==> src/rtl/video_frame_guard_pkg.sv <==
// ============================================================================
// Module      : video_ctrl_pkg
// Description : Shared types and constants for the video frame guard.
// Revision    : 1.0 - initial release
// ============================================================================
`default_nettype none

package video_ctrl_pkg;

  // Frame guard sequencing states
  typedef enum logic [2:0] {
    SEEK_SOF  = 3'd0,
    PASS      = 3'd1,
    PAD_LINE  = 3'd2,
    DROP_LINE = 3'd3,
    PAD_FRAME = 3'd4
  } frame_guard_state_t;

  // Black in YUV422 (Y=0x10, C=0x80)
  localparam logic [15:0] PAD_VAL_DEFAULT = 16'h8010;

  // Width of the statistics counters
  localparam int STAT_W = 16;

  // Increment that sticks at all-ones
  function automatic logic [STAT_W-1:0] sat_inc(input logic [STAT_W-1:0] v);
    return (&v) ? v : v + 1'b1;
  endfunction

endpackage

`default_nettype wire

==> src/rtl/video_frame_guard_if.sv <==
// ============================================================================
// Module      : video_frame_guard_if
// Description : AXI4-Stream video bus (pixel, valid/ready, SOF, EOL).
// Revision    : 1.0 - initial release
// ============================================================================
`default_nettype none

interface video_frame_guard_if #(
  parameter int DW = 16
);
  logic [DW-1:0] tdata;
  logic          tvalid;
  logic          tready;
  logic          tuser;
  logic          tlast;

  modport master (output tdata, output tvalid, output tuser, output tlast, input tready);
  modport slave  (input tdata, input tvalid, input tuser, input tlast, output tready);
endinterface

`default_nettype wire

==> src/rtl/video_frame_guard_oreg.sv <==
// ============================================================================
// Module      : video_frame_guard_oreg
// Description : One-entry AXI-S output register. Loads when empty or when
//               the current beat is being taken; holds otherwise.
// Revision    : 1.0 - initial release
// ============================================================================
`default_nettype none

module video_frame_guard_oreg #(
  parameter int DW = 16
) (
  input  wire logic          clk,
  input  wire logic          rst,
  input  wire logic          push,
  input  wire logic [DW-1:0] in_data,
  input  wire logic          in_user,
  input  wire logic          in_last,
  input  wire logic          out_ready,
  output logic               load,
  output logic               out_valid,
  output logic [DW-1:0]      out_data,
  output logic               out_user,
  output logic               out_last
);

  assign load = !out_valid || out_ready;

  // Output beat register: payload only changes when a new beat is loaded
  always_ff @(posedge clk) begin
    if (rst) begin
      out_valid <= 1'b0;
      out_data  <= '0;
      out_user  <= 1'b0;
      out_last  <= 1'b0;
    end else if (load) begin
      out_valid <= push;
      if (push) begin
        out_data <= in_data;
        out_user <= in_user;
        out_last <= in_last;
      end
    end
  end

endmodule

`default_nettype wire

==> src/rtl/video_frame_guard.sv <==
// ============================================================================
// Module      : video_frame_guard
// Description : Forces every output frame to cfg_width x cfg_height with SOF
//               on the first pixel. Pads short lines/frames, truncates long
//               lines, drops extra lines and pre-SOF data.
//               Optional macro VIDEO_FRAME_GUARD_STATS_EN enables the
//               frame/repair statistics counters.
// Revision    : 1.0 - initial release
// ============================================================================
`default_nettype none

module video_frame_guard
  import video_ctrl_pkg::*;
#(
  parameter int            DW      = 16,
  parameter int            WW      = 11,
  parameter logic [DW-1:0] PAD_VAL = DW'(PAD_VAL_DEFAULT)
) (
  input  wire logic              axi_clk_i,
  input  wire logic              axi_rst_i,
  input  wire logic              cfg_en_i,
  input  wire logic [WW-1:0]     cfg_width_i,
  input  wire logic [WW-1:0]     cfg_height_i,
  video_frame_guard_if.slave     s_axis,
  video_frame_guard_if.master    m_axis,
  output logic [STAT_W-1:0]      stat_frames_o,
  output logic [STAT_W-1:0]      stat_errs_o
);

  frame_guard_state_t state, state_nx;
  logic [WW-1:0] x, y, w, h;
  logic [WW-1:0] x_nx, y_nx, w_nx, h_nx;
  logic [WW-1:0] w_last, h_last, x_adv, y_adv;
  logic          x_end, y_end, pos_user;
  logic          enabled, sof_x_end, sof_y_end;
  logic          load, push, out_user, out_last, s_ready;
  logic [DW-1:0] out_data;
  logic          err_set, frame_done;
  logic          m_valid, m_user, m_last;
  logic [DW-1:0] m_data;

  assign enabled   = cfg_en_i && (cfg_width_i != '0) && (cfg_height_i != '0);
  assign sof_x_end = (cfg_width_i == WW'(1));
  assign sof_y_end = (cfg_height_i == WW'(1));

  // Position bookkeeping for the beat about to be emitted at (x,y)
  assign w_last   = w - WW'(1);
  assign h_last   = h - WW'(1);
  assign x_end    = (x == w_last);
  assign y_end    = (y == h_last);
  assign pos_user = (x == '0) && (y == '0);
  assign x_adv    = x_end ? '0 : x + WW'(1);
  assign y_adv    = x_end ? (y_end ? '0 : y + WW'(1)) : y;

  // State, position and latched geometry registers
  always_ff @(posedge axi_clk_i) begin
    if (axi_rst_i) begin
      state <= SEEK_SOF;
      x     <= '0;
      y     <= '0;
      w     <= '0;
      h     <= '0;
    end else begin
      state <= state_nx;
      x     <= x_nx;
      y     <= y_nx;
      w     <= w_nx;
      h     <= h_nx;
    end
  end

  // Next-state, input ready and output beat selection
  always_comb begin
    state_nx   = state;
    x_nx       = x;
    y_nx       = y;
    w_nx       = w;
    h_nx       = h;
    s_ready    = 1'b0;
    push       = 1'b0;
    out_data   = s_axis.tdata;
    out_user   = 1'b0;
    out_last   = 1'b0;
    err_set    = 1'b0;
    frame_done = 1'b0;
    case (state)
      SEEK_SOF: begin
        // A SOF that must be forwarded waits for room; everything else is dropped
        s_ready = !(s_axis.tuser && enabled) || load;
        if (s_axis.tvalid && !s_axis.tuser) err_set = 1'b1;
        if (s_axis.tvalid && s_axis.tuser && enabled && load) begin
          w_nx     = cfg_width_i;
          h_nx     = cfg_height_i;
          push     = 1'b1;
          out_user = 1'b1;
          out_last = sof_x_end;
          if (!sof_x_end) begin
            x_nx = WW'(1);
            y_nx = '0;
            if (s_axis.tlast) begin
              state_nx = PAD_LINE;
              err_set  = 1'b1;
            end else begin
              state_nx = PASS;
            end
          end else if (sof_y_end) begin
            x_nx       = '0;
            y_nx       = '0;
            frame_done = 1'b1;
          end else begin
            x_nx = '0;
            y_nx = WW'(1);
            if (s_axis.tlast) begin
              state_nx = PASS;
            end else begin
              state_nx = DROP_LINE;
              err_set  = 1'b1;
            end
          end
        end
      end
      PASS: begin
        // An early SOF is held off and the frame is completed with padding
        s_ready = load && !s_axis.tuser;
        if (s_axis.tvalid && s_axis.tuser) begin
          state_nx = PAD_FRAME;
          err_set  = 1'b1;
        end else if (s_axis.tvalid && load) begin
          push       = 1'b1;
          out_user   = pos_user;
          out_last   = x_end;
          x_nx       = x_adv;
          y_nx       = y_adv;
          frame_done = x_end && y_end;
          if (x_end) begin
            if (y_end) begin
              state_nx = SEEK_SOF;
            end else if (!s_axis.tlast) begin
              state_nx = DROP_LINE;
              err_set  = 1'b1;
            end
          end else if (s_axis.tlast) begin
            state_nx = PAD_LINE;
            err_set  = 1'b1;
          end
        end
      end
      PAD_LINE: begin
        if (load) begin
          push     = 1'b1;
          out_data = PAD_VAL;
          out_last = x_end;
          x_nx     = x_adv;
          y_nx     = y_adv;
          frame_done = x_end && y_end;
          if (x_end) state_nx = y_end ? SEEK_SOF : PASS;
        end
      end
      DROP_LINE: begin
        s_ready = !s_axis.tuser;
        if (s_axis.tvalid) begin
          if (s_axis.tuser)      state_nx = PAD_FRAME;
          else if (s_axis.tlast) state_nx = PASS;
        end
      end
      PAD_FRAME: begin
        if (load) begin
          push       = 1'b1;
          out_data   = PAD_VAL;
          out_user   = pos_user;
          out_last   = x_end;
          x_nx       = x_adv;
          y_nx       = y_adv;
          frame_done = x_end && y_end;
          if (x_end && y_end) state_nx = SEEK_SOF;
        end
      end
      default: state_nx = SEEK_SOF;
    endcase
  end

  video_frame_guard_oreg #(
    .DW (DW)
  ) u_oreg (
    .clk       (axi_clk_i),
    .rst       (axi_rst_i),
    .push      (push),
    .in_data   (out_data),
    .in_user   (out_user),
    .in_last   (out_last),
    .out_ready (m_axis.tready),
    .load      (load),
    .out_valid (m_valid),
    .out_data  (m_data),
    .out_user  (m_user),
    .out_last  (m_last)
  );

  assign s_axis.tready = s_ready;
  assign m_axis.tvalid = m_valid;
  assign m_axis.tdata  = m_data;
  assign m_axis.tuser  = m_user;
  assign m_axis.tlast  = m_last;

`ifdef VIDEO_FRAME_GUARD_STATS_EN
  logic err_flag;

  // Frame and repair counters; a repair seen in the gap rides with the next frame
  always_ff @(posedge axi_clk_i) begin
    if (axi_rst_i) begin
      stat_frames_o <= '0;
      stat_errs_o   <= '0;
      err_flag      <= 1'b0;
    end else if (frame_done) begin
      stat_frames_o <= sat_inc(stat_frames_o);
      if (err_flag || err_set) stat_errs_o <= sat_inc(stat_errs_o);
      err_flag <= 1'b0;
    end else if (err_set) begin
      err_flag <= 1'b1;
    end
  end
`else
  logic unused_stats;
  assign unused_stats  = ^{err_set, frame_done};
  assign stat_frames_o = '0;
  assign stat_errs_o   = '0;
`endif

endmodule

`default_nettype wire
==> src/flat_wrapper.sv <==
// flat-port wrapper written by rule: the top's interface ports become plain ports
module video_frame_guard_flat import video_ctrl_pkg::*;
#(
  parameter int            DW      = 16,
  parameter int            WW      = 11,
  parameter logic [DW-1:0] PAD_VAL = DW'(PAD_VAL_DEFAULT)
)
  (axi_clk_i, axi_rst_i, cfg_en_i, cfg_width_i, cfg_height_i, stat_frames_o, stat_errs_o, s_axis_tdata, s_axis_tvalid, s_axis_tuser, s_axis_tlast, s_axis_tready, m_axis_tdata, m_axis_tvalid, m_axis_tuser, m_axis_tlast, m_axis_tready);
  video_frame_guard_if #(.DW(DW)) s_axis_i ();
  video_frame_guard_if #(.DW(DW)) m_axis_i ();
  input  wire logic axi_clk_i;
  input  wire logic axi_rst_i;
  input  wire logic cfg_en_i;
  input  wire logic [WW-1:0] cfg_width_i;
  input  wire logic [WW-1:0] cfg_height_i;
  output logic [STAT_W-1:0] stat_frames_o;
  output logic [STAT_W-1:0] stat_errs_o;
  input wire logic [$bits(s_axis_i.tdata)-1:0] s_axis_tdata;
  input wire logic [$bits(s_axis_i.tvalid)-1:0] s_axis_tvalid;
  input wire logic [$bits(s_axis_i.tuser)-1:0] s_axis_tuser;
  input wire logic [$bits(s_axis_i.tlast)-1:0] s_axis_tlast;
  output wire logic [$bits(s_axis_i.tready)-1:0] s_axis_tready;
  output wire logic [$bits(m_axis_i.tdata)-1:0] m_axis_tdata;
  output wire logic [$bits(m_axis_i.tvalid)-1:0] m_axis_tvalid;
  output wire logic [$bits(m_axis_i.tuser)-1:0] m_axis_tuser;
  output wire logic [$bits(m_axis_i.tlast)-1:0] m_axis_tlast;
  input wire logic [$bits(m_axis_i.tready)-1:0] m_axis_tready;
  assign s_axis_i.tdata = s_axis_tdata;
  assign s_axis_i.tvalid = s_axis_tvalid;
  assign s_axis_i.tuser = s_axis_tuser;
  assign s_axis_i.tlast = s_axis_tlast;
  assign s_axis_tready = s_axis_i.tready;
  assign m_axis_tdata = m_axis_i.tdata;
  assign m_axis_tvalid = m_axis_i.tvalid;
  assign m_axis_tuser = m_axis_i.tuser;
  assign m_axis_tlast = m_axis_i.tlast;
  assign m_axis_i.tready = m_axis_tready;
  video_frame_guard #(.DW(DW), .WW(WW), .PAD_VAL(PAD_VAL)) u_core (.axi_clk_i(axi_clk_i), .axi_rst_i(axi_rst_i), .cfg_en_i(cfg_en_i), .cfg_width_i(cfg_width_i), .cfg_height_i(cfg_height_i), .s_axis(s_axis_i), .m_axis(m_axis_i), .stat_frames_o(stat_frames_o), .stat_errs_o(stat_errs_o));
endmodule
==> config.mk <==
export PLATFORM = sky130hd
export DESIGN_NAME = video_frame_guard_flat
export DESIGN_NICKNAME = d
export VERILOG_FILES = /design/src/rtl/video_frame_guard_pkg.sv /design/src/rtl/video_frame_guard_if.sv /design/src/rtl/video_frame_guard_oreg.sv /design/src/rtl/video_frame_guard.sv /design/src/flat_wrapper.sv
export SDC_FILE = /design/constraint.sdc
export NUM_CORES = 1
export LEC_CHECK = 0
export CAP_MARGIN = 20
export CORE_ASPECT_RATIO = 1.75
export CORE_MARGIN = 10
export CORE_UTILIZATION = 55
export CTS_CLUSTER_SIZE = 16
export DETAILED_ROUTE_END_ITERATION = 10
export PLACE_DENSITY_LB_ADDON = 0.15
export RECOVER_POWER = 25
export SKIP_CTS_REPAIR_TIMING = 1
export SLEW_MARGIN = 30
export SYNTH_ARGS = -nofsm -noshare
export SYNTH_HDL_FRONTEND = slang
export SYNTH_SLANG_ARGS = --single-unit
==> constraint.sdc <==
create_clock -name axi_clk_i -period 6.8 [get_ports axi_clk_i]
set_clock_uncertainty 0.05 [all_clocks]
set_input_delay 1.36 -clock axi_clk_i [delete_from_list [all_inputs] [get_ports axi_clk_i]]
set_output_delay 1.36 -clock axi_clk_i [all_outputs]
set_load 0.005 [all_outputs]
==> metrics.md <==
| Metric | Value |
|---|---|
| Status | `finished clean` |
| Final GP Congestion | `0.8817` |
| First-pass GRT wire length | `18.38 mm` |
| RSZ-0062 raised after global routing | `false` |
| I/O pins | `97` |
| Max_cap viols | `0` |
| HP Class | `register to register` |
| Routed Antenna Nets | `0` |
| Final hold vios | `0` |
| Met3 Use GR | `6.747%` |
| Setup WS pre-CTS | `1491 ps` |
| WL final | `11.30 mm` |
| Sink Count | `66` |
| Gr usage total | `19.40%` |
| Layer with the highest usage | `met2` |
| Post-synthesis average cell area | `8.013 um^2` |
| CP Launch Point | `cfg_height_i[2]` |
| Detailed router's first-iteration violation count | `230` |
| Core ar. | `7515 um^2` |
| Yosys reg bits | `66` |
| Vias/cell | `between 5 and 6` |
| Slew @ Worst Pin | `a little under 900 ps` |
| Vias | `3863` |
| Initial antenna violation count | `0` |
| VDD IR max | `between 0.2 and 0.3 mV` |
| DR pass1 iterations | `4` |
| Std-Cell Rows | `42` |
| Largest cells by area after synthesis | `dfxtp_1 (31%), buf_4 (6.4%), mux2i_1 (5.5%)` |
| Cell variety after synth | `71` |
| Yosys top cell by area | `dfxtp_1` |
| WL/cell | `16.97 um` |
| Critical R2R Capture | `u_core.y[10]$_SDFFE_PP0P_` |
| Power per cell area | `326.6 nW/um^2` |
| DRC violations left | `0` |
| Most common cell in the synthesized netlist | `dfxtp_1` |
| NumNets Final | `625` |
| Reg2reg start | `u_core.h[3]$_SDFFE_PP0P_` |
| Setup TNS | `0 ps` |
| Share of cells above drive strength 1 | `6.747%` |
| Num CTS Buffers | `9` |
| Starting Density | `55.88%` |
| Crit. End Element | `output pin` |
| Gate Count Post-Synth | `524` |
| Global route overflow | `0` |
| Static Leak | `between 2 and 2.5 nW` |
| Met1 Resource Use GR | `18.19%` |
| Mapped Area | `4199 um^2` |
| Max Slew Vio Count | `0` |
| Register-to-Register Path Depth | `8` |
| Slew margin rel. | `a little over two fifths` |
| Final setup viols | `0` |
| CTS max path bufs | `2` |
| Die Area | `roughly 12000 um^2` |
| Fin crit period | `between 5000 and 6000 ps` |
| WP data required | `about 5400 ps` |
| CTS clk-pin slew, worst paths | `roughly 50 ps` |
| FFs w/ async S/R, synth | `0%` |
| Clock latency on the worst-skew pair | `330 ps` |
| Period utilization | `between 70% and 80%` |
| Top-area cell type share of the netlist area | `31.47%` |
| R2R Setup Slk | `3180 ps` |
| GR Util met2 | `35.81%` |
| DP Wirelength | `roughly 8.6 mm` |
| Crit path DAT | `3910 ps` |
| Achievable Freq | `~190 MHz` |
| Clk root buf | `clkbuf_16` |
| TritonCTS clock tree | `yes` |
| PortBufs | `64` |
| PnR worst setup slack | `1483 ps` |
| Antenna Cells | `0` |
| Die Y | `135.6 um` |
| Seq/Total Area, Yosys | `31.47%` |
| CP max FO | `3` |
| Post-synth EDFFs | `0` |
| Crit start category | `input pin` |
| Kind of critical path | `input pin to output pin` |
| Top cells by count, synth | `dfxtp_1 (66), nor2_1 (57), nand2_1 (43)` |
| Via count of the first global-routing pass | `3843` |
| DIE WIDTH | `86.05 um` |
| Layout area overhead | `19.73%` |
| Ys flop type | `dfxtp_1` |
| H-tree depth | `3` |
| Worst setup path end | `s_axis_tready` |
| Largest net degree at the start of global routing | `54` |
| Yosys warning total | `0` |
[final cells by class]
cell class	count	area, um^2
clock inverters	6	80.08
fillers	662	2487
clock buffers	10	239.0
flip-flops and latches	66	1321
repair buffers	70	680.7
well taps	88	110.1
inverters	17	63.81
multi-input cells	409	2532
[worst max-delay path, stage by stage]
cell	delay [ps]
dlygate4sd3_1	560
nor4_1	580
nand4b_1	260
nand3_1	170
nor2_1	80
a211oi_1	330
clkdlybuf4s50_1	560
[logic make-up (layout without fill, tap and decap cells)]
group | count (synthesis) | in the layout | share of synthesized area [%]
AOI/OAI and AO/OA | 95 | 95 | 15.29
xor gates and xnor gates | 29 | 29 | 6.049
adders and majority gates | 8 | 8 | 2.324
buffers and inverters | 80 | 103 | 10.88
DFF | 66 | 66 | 31.47
muxes | 24 | 24 | 5.751
other | 1 | 32 | 0.08931
and+or+nand+nor | 221 | 221 | 28.16
[power breakdown]
| part | internal [mW] | switching, mW |
|---|---|---|
| Sequential | 0.451 | 0.0605 |
| Combinational | 0.276 | 0.361 |
| Clock | 0.328 | 0.166 |
[through the flow]
step                      total power [mW]  util [%]  instance area (um^2)  hold slack [ps]  cells
after floorplan                     0.9506         -                  4315            398.3    555
after global routing                 1.747     66.90                  5027            419.8    666
after detailed placement             1.176     62.72                  4713            396.6    650
after CTS                            1.675     66.97                  5032            403.7    666
after global placement               1.156     62.72                  4713            388.4    650
final                                1.642     66.90                  5027            398.8    666
[layer usage]
metal / part of all wire, % / up-vias
li1: - / 1901
met1: 36 / 1821
met2: 54 / 115
met3: 6.4 / 26
met4: 3.0 / 0
met5: 0 / -
[state kept, by name (all words and copies together) (netlist names)]
signal	count
u_core.u_oreg.out_data	16
u_core.h	11
u_core.w	11
u_core.x	11
u_core.y	11
u_core.state	3
u_core.u_oreg.out_last	1
u_core.u_oreg.out_user	1
u_core.u_oreg.out_valid	1
[cell usage in the layout (no fill, tap or decap), drive strengths merged, types with 12 or more instances in the layout]
cell,n
nor2,57
o21ai,13
conb,32
nand2,44
nor4,14
dfxtp,66
dlygate4sd3,20
xor2,15
or4,12
inv,17
nor3,17
clkdlybuf4s50,43
nand3,27
xnor2,14
a21oi,35
mux2i,23
[worst min path at each step]
stage / cells past startpoint / start / to
floorplan: 2 / u_core.u_oreg.out_data[0]$_SDFFE_PP0P_ / u_core.u_oreg.out_data[0]$_SDFFE_PP0P_
global placement: 2 / u_core.u_oreg.out_data[1]$_SDFFE_PP0P_ / u_core.u_oreg.out_data[1]$_SDFFE_PP0P_
detailed placement: 2 / u_core.u_oreg.out_data[10]$_SDFFE_PP0P_ / u_core.u_oreg.out_data[10]$_SDFFE_PP0P_
CTS: 2 / u_core.u_oreg.out_data[10]$_SDFFE_PP0P_ / u_core.u_oreg.out_data[10]$_SDFFE_PP0P_
global route: 2 / u_core.u_oreg.out_data[5]$_SDFFE_PP0P_ / u_core.u_oreg.out_data[5]$_SDFFE_PP0P_
finish: 2 / u_core.u_oreg.out_data[10]$_SDFFE_PP0P_ / u_core.u_oreg.out_data[10]$_SDFFE_PP0P_
Note: power is estimated with default switching activity, not from simulation.
